[src/rtl/kernel3_fifo_srl_ctrl.sv]
// Shift-register FIFO with first-word-fall-through output for kernel3 dataflow streams.
// A push is visible on if_dout one cycle later; requests against a full or empty side are ignored.
module kernel3_fifo_srl_ctrl #(
   parameter int DATA_WIDTH = 256,
   parameter int ADDR_WIDTH = 1,
   parameter int DEPTH      = 2
) (
   input  logic                  clk,
   input  logic                  reset,
   output logic                  if_full_n,
   input  logic                  if_write_ce,
   input  logic                  if_write,
   input  logic [DATA_WIDTH-1:0] if_din,
   output logic                  if_empty_n,
   input  logic                  if_read_ce,
   input  logic                  if_read,
   output logic [DATA_WIDTH-1:0] if_dout,
   output logic [ADDR_WIDTH:0]   if_num_data_valid
);

   localparam logic [ADDR_WIDTH:0]   CNT_ONE = (ADDR_WIDTH+1)'(1);
   localparam logic [ADDR_WIDTH:0]   CNT_MAX = (ADDR_WIDTH+1)'(DEPTH);
   localparam logic [ADDR_WIDTH-1:0] RA_ONE  = (ADDR_WIDTH)'(1);

   logic [DATA_WIDTH-1:0] mem_q [DEPTH];

   logic [ADDR_WIDTH:0]   count_q, count_d;
   logic [ADDR_WIDTH-1:0] raddr_q, raddr_d;
   logic                  full_n_q, full_n_d;
   logic                  empty_n_q, empty_n_d;

   logic push;
   logic pop;

   assign push = if_write & if_write_ce & full_n_q;
   assign pop  = if_read  & if_read_ce  & empty_n_q;

   // Storage is never reset; stale entries are unreachable once count returns to zero.
   always_ff @(posedge clk) begin
      if (push) begin
         for (int i = DEPTH - 1; i > 0; i--) begin
            mem_q[i] <= mem_q[i-1];
         end
         mem_q[0] <= if_din;
      end
   end

   // raddr tracks the oldest entry: it moves up on a lone push and down on a lone pop.
   always_comb begin
      count_d   = count_q;
      raddr_d   = raddr_q;
      full_n_d  = full_n_q;
      empty_n_d = empty_n_q;
      if (push && !pop) begin
         count_d   = count_q + CNT_ONE;
         empty_n_d = 1'b1;
         if (count_q != '0) begin
            raddr_d = raddr_q + RA_ONE;
         end
         if (count_q == CNT_MAX - CNT_ONE) begin
            full_n_d = 1'b0;
         end
      end else if (pop && !push) begin
         count_d  = count_q - CNT_ONE;
         full_n_d = 1'b1;
         if (count_q > CNT_ONE) begin
            raddr_d = raddr_q - RA_ONE;
         end
         if (count_q == CNT_ONE) begin
            empty_n_d = 1'b0;
         end
      end
   end

   always_ff @(posedge clk) begin
      if (reset) begin
         count_q   <= '0;
         raddr_q   <= '0;
         full_n_q  <= 1'b1;
         empty_n_q <= 1'b0;
      end else begin
         count_q   <= count_d;
         raddr_q   <= raddr_d;
         full_n_q  <= full_n_d;
         empty_n_q <= empty_n_d;
      end
   end

   assign if_dout           = mem_q[raddr_q];
   assign if_full_n         = full_n_q;
   assign if_empty_n        = empty_n_q;
   assign if_num_data_valid = count_q;

endmodule
[config.mk]
export PLATFORM = sky130hd
export DESIGN_NAME = kernel3_fifo_srl_ctrl
export DESIGN_NICKNAME = d
export VERILOG_FILES = /design/src/rtl/kernel3_fifo_srl_ctrl.sv
export SDC_FILE = /design/constraint.sdc
export NUM_CORES = 1
export LEC_CHECK = 0
export CORE_MARGIN = 2
export CORE_UTILIZATION = 39
export DETAILED_ROUTE_END_ITERATION = 8
export PLACE_DENSITY = 0.68
export SLEW_MARGIN = 20
export SYNTH_ARGS = -nofsm -noshare
export SYNTH_HDL_FRONTEND = slang
export SYNTH_SLANG_ARGS = --single-unit
export TNS_END_PERCENT = 5
[constraint.sdc]
create_clock -name clk -period 15.45 [get_ports clk]
set_clock_uncertainty 0.2 [all_clocks]
set_input_delay 3.09 -clock clk [delete_from_list [all_inputs] [get_ports clk]]
set_output_delay 3.09 -clock clk [all_outputs]
set_load 0.01 [all_outputs]
==> qor.yml <==
cts_tree: "built"
place_area_sq_mm: 0.0247
worst_pin_slew_ps: 1050
yosys_warnings: 0
wl_met3_microns: 3940
drv_slew: 0
drtPass1Iterations: 5
dr_wl_met2_microns: 20200
dieArea_sq_mm: 0.0498
rrSetupSlack_ps: 11750
fin_ws_ps: 8140
start_util_pct: 39.4
via_per_inst: 4.75
m1WireLength_microns: 16800
drc_errors: 0
maxCapViolCount: 0
fin_setup_tns_ps: 0
required_ps: 12160
core_sq_mm: 0.0476
powerDensity_mw_per_mm2: 119
synth_nets: 1100
drive_above_1_share_pct: 23.8
die_w_microns: 223
p_leak_nw: 8.78
yosys_register_bits: 518
min_period_ps: 7310
hp-class: "flop to flop"
ctsResizeCount: 0
dp_hpwl_microns: 28900
yosysUniqueCellTypes: 20
hold_viol: 0
overflow: 0
post_cts_buffers: 0
root_buffer: "clkbuf_16"
gp_congestion: 0.844
die_h_microns: 223
layout.nets: 1655
num_rows: 80
max_freq_mhz: 137
antenna_found_initial: 9
critPathLaunchType: "flop"
status: "completed"
setup_violations: 0
cts_hold_buf: 0
insertion_delay_ps: 570
peakVddDrop_uv: 78.1
crit_type: "flop to output pin"
syn_area_sq_mm: 0.0187
top_layer_used: "met5"
arrival_ps: 4020
syn-instance-count: 833
grt_pass1_wl_microns: 61800
htree_levels: 2
max_slew_margin_pct: 30.2
grt_max_degree: 196
avgRoutedWirePerCell_microns: 20.6
final_area_sq_mm: 0.0263
rsz0062_at_grt: "false"
via_count: 9715
avgSynthCellArea_sq_um: 22.5
detail_route.iter0.violations: 672
cts_max_path_buffers: 3
syn2layout_area_growth_pct: 40.4
timing.final.crit_share_pct: 47.3
cts-buffers-inserted: 53
endpoint_kind: "output pin"
crit_fanout: 73
cts_sinks: 518
portBuffers: 521
grt_pass1_vias: 10100
ios: 522
place_ws_ps: 8550
yosysSeqAreaShare_pct: 82.6
ant_nets: 0
routed_wl_microns: 42300
grt.total_usage_pct: 16.4
cts.clk_slew.worst_paths_ps: 60
## cells by family after synthesis
family,Yosys count,synth area share (%)
buffers and inverters,33,0.901
muxes,260,15.6
and+or+nand+nor,12,0.347
DFF,518,82.6
AOI/OAI and AO/OA,4,0.140
xor gates and xnor gates,1,0.0467
adders and majority gates,5,0.334
## cell type report
cell class	count	area, sq um
Clock buffer	64	1390
Antenna cell	4	10.0
Fill cell	3715	21300
Timing Repair Buffer	528	5280
Tap cell	615	769
Inverter	5	26.3
Multi-Input combinational cell	282	3090
Clock inverter	31	275
Sequential cell	518	15500
## power breakdown
group | internal [W] | switching, W
Combinational | 0.000163 | 0.000103
Clock | 0.000719 | 0.000512
Sequential | 0.00161 | 0.0000242
Total | 0.00250 | 0.000639
## registers in the layout, indices dropped and copies added, names as in the netlist, named ones only
name               cells
if_empty_n             1
if_full_n              1
if_num_data_valid      2
mem_q                512
raddr_q                1
## worst paths after layout
| kind | end | cells past startpoint | startpoint |
|---|---|---|---|
| worst min-delay path | mem_q[1][145] | 0 | mem_q[0][145] |
| worst max register to register | mem_q[1][105] | 4 | if_full_n |
| worst max-delay path | if_dout[37] | 4 | flop |
| worst min register to register | mem_q[1][145] | 0 | mem_q[0][145] |
## layer usage
| metal | track usage (%) | vias to the layer above |
|---|---|---|
| met2 | 26.5 | 425 |
| met3 | 5.86 | 87 |
| li1 | - | 4441 |
| met4 | 6.58 | 10 |
| met5 | 0 | - |
| met1 | 20.2 | 4752 |
## metrics by stage
step / cells / util [%] / total power (W) / hold WS (ps)
2_1_floorplan: 833 / - / 0.00179 / 222
3_3_place_gp: 1948 / 51.8 / 0.00193 / 223
3_5_place_dp: 1948 / 51.8 / 0.00194 / 231
4_1_cts: 2043 / 55.2 / 0.00318 / 242
5_1_grt: 2047 / 55.3 / 0.00324 / 248
6_report: 2047 / 55.3 / 0.00314 / 238
## Yosys cell counts
cell type  number  share of area, %
inv_1           5              0.10
mux2_2        256                15
a21oi_1         1             0.027
or4b_1          1             0.053
buf_4           4              0.16
edfxtp_1      512                82
nor3b_1         1             0.040
xnor2_1         1             0.047
nor2_1          3             0.060
dfxtp_1         6              0.64
nor4b_1         1             0.047
nand2b_1        1             0.033
nand2_1         3             0.060
ha_1            5              0.33
mux2i_1         4              0.21
o21ai_0         1             0.027
buf_2          24              0.64
a211o_1         1             0.047
nand3_1         2             0.053
o21bai_1        1             0.040
## cell usage in the layout, fill, tap and decap left out, drive strengths merged
| cell type | instances |
|---|---|
| nand2 | 3 |
| mux2 | 256 |
| diode | 4 |
| clkdlybuf4s50 | 521 |
| edfxtp | 512 |
| nor4b | 1 |
| inv | 5 |
| clkinv | 24 |
| bufinv | 5 |
| ha | 5 |
| o21bai | 1 |
| nor2 | 3 |
| nand2b | 1 |
| clkbuf | 64 |
| a21oi | 1 |
| clkinvlp | 2 |
| a211o | 1 |
| nand3 | 2 |
| mux2i | 4 |
| o21ai | 1 |
| or4b | 1 |
| xnor2 | 1 |
| nor3b | 1 |
| buf | 7 |
| dfxtp | 6 |
## critical path, cell delays in order (launching register included)
cell and delay [ps]:
dfxtp_4 770, buf_4 730, buf_4 790, mux2_2 420, clkdlybuf4s50_1 510
No activity file was read; power rests on OpenSTA's default activity.
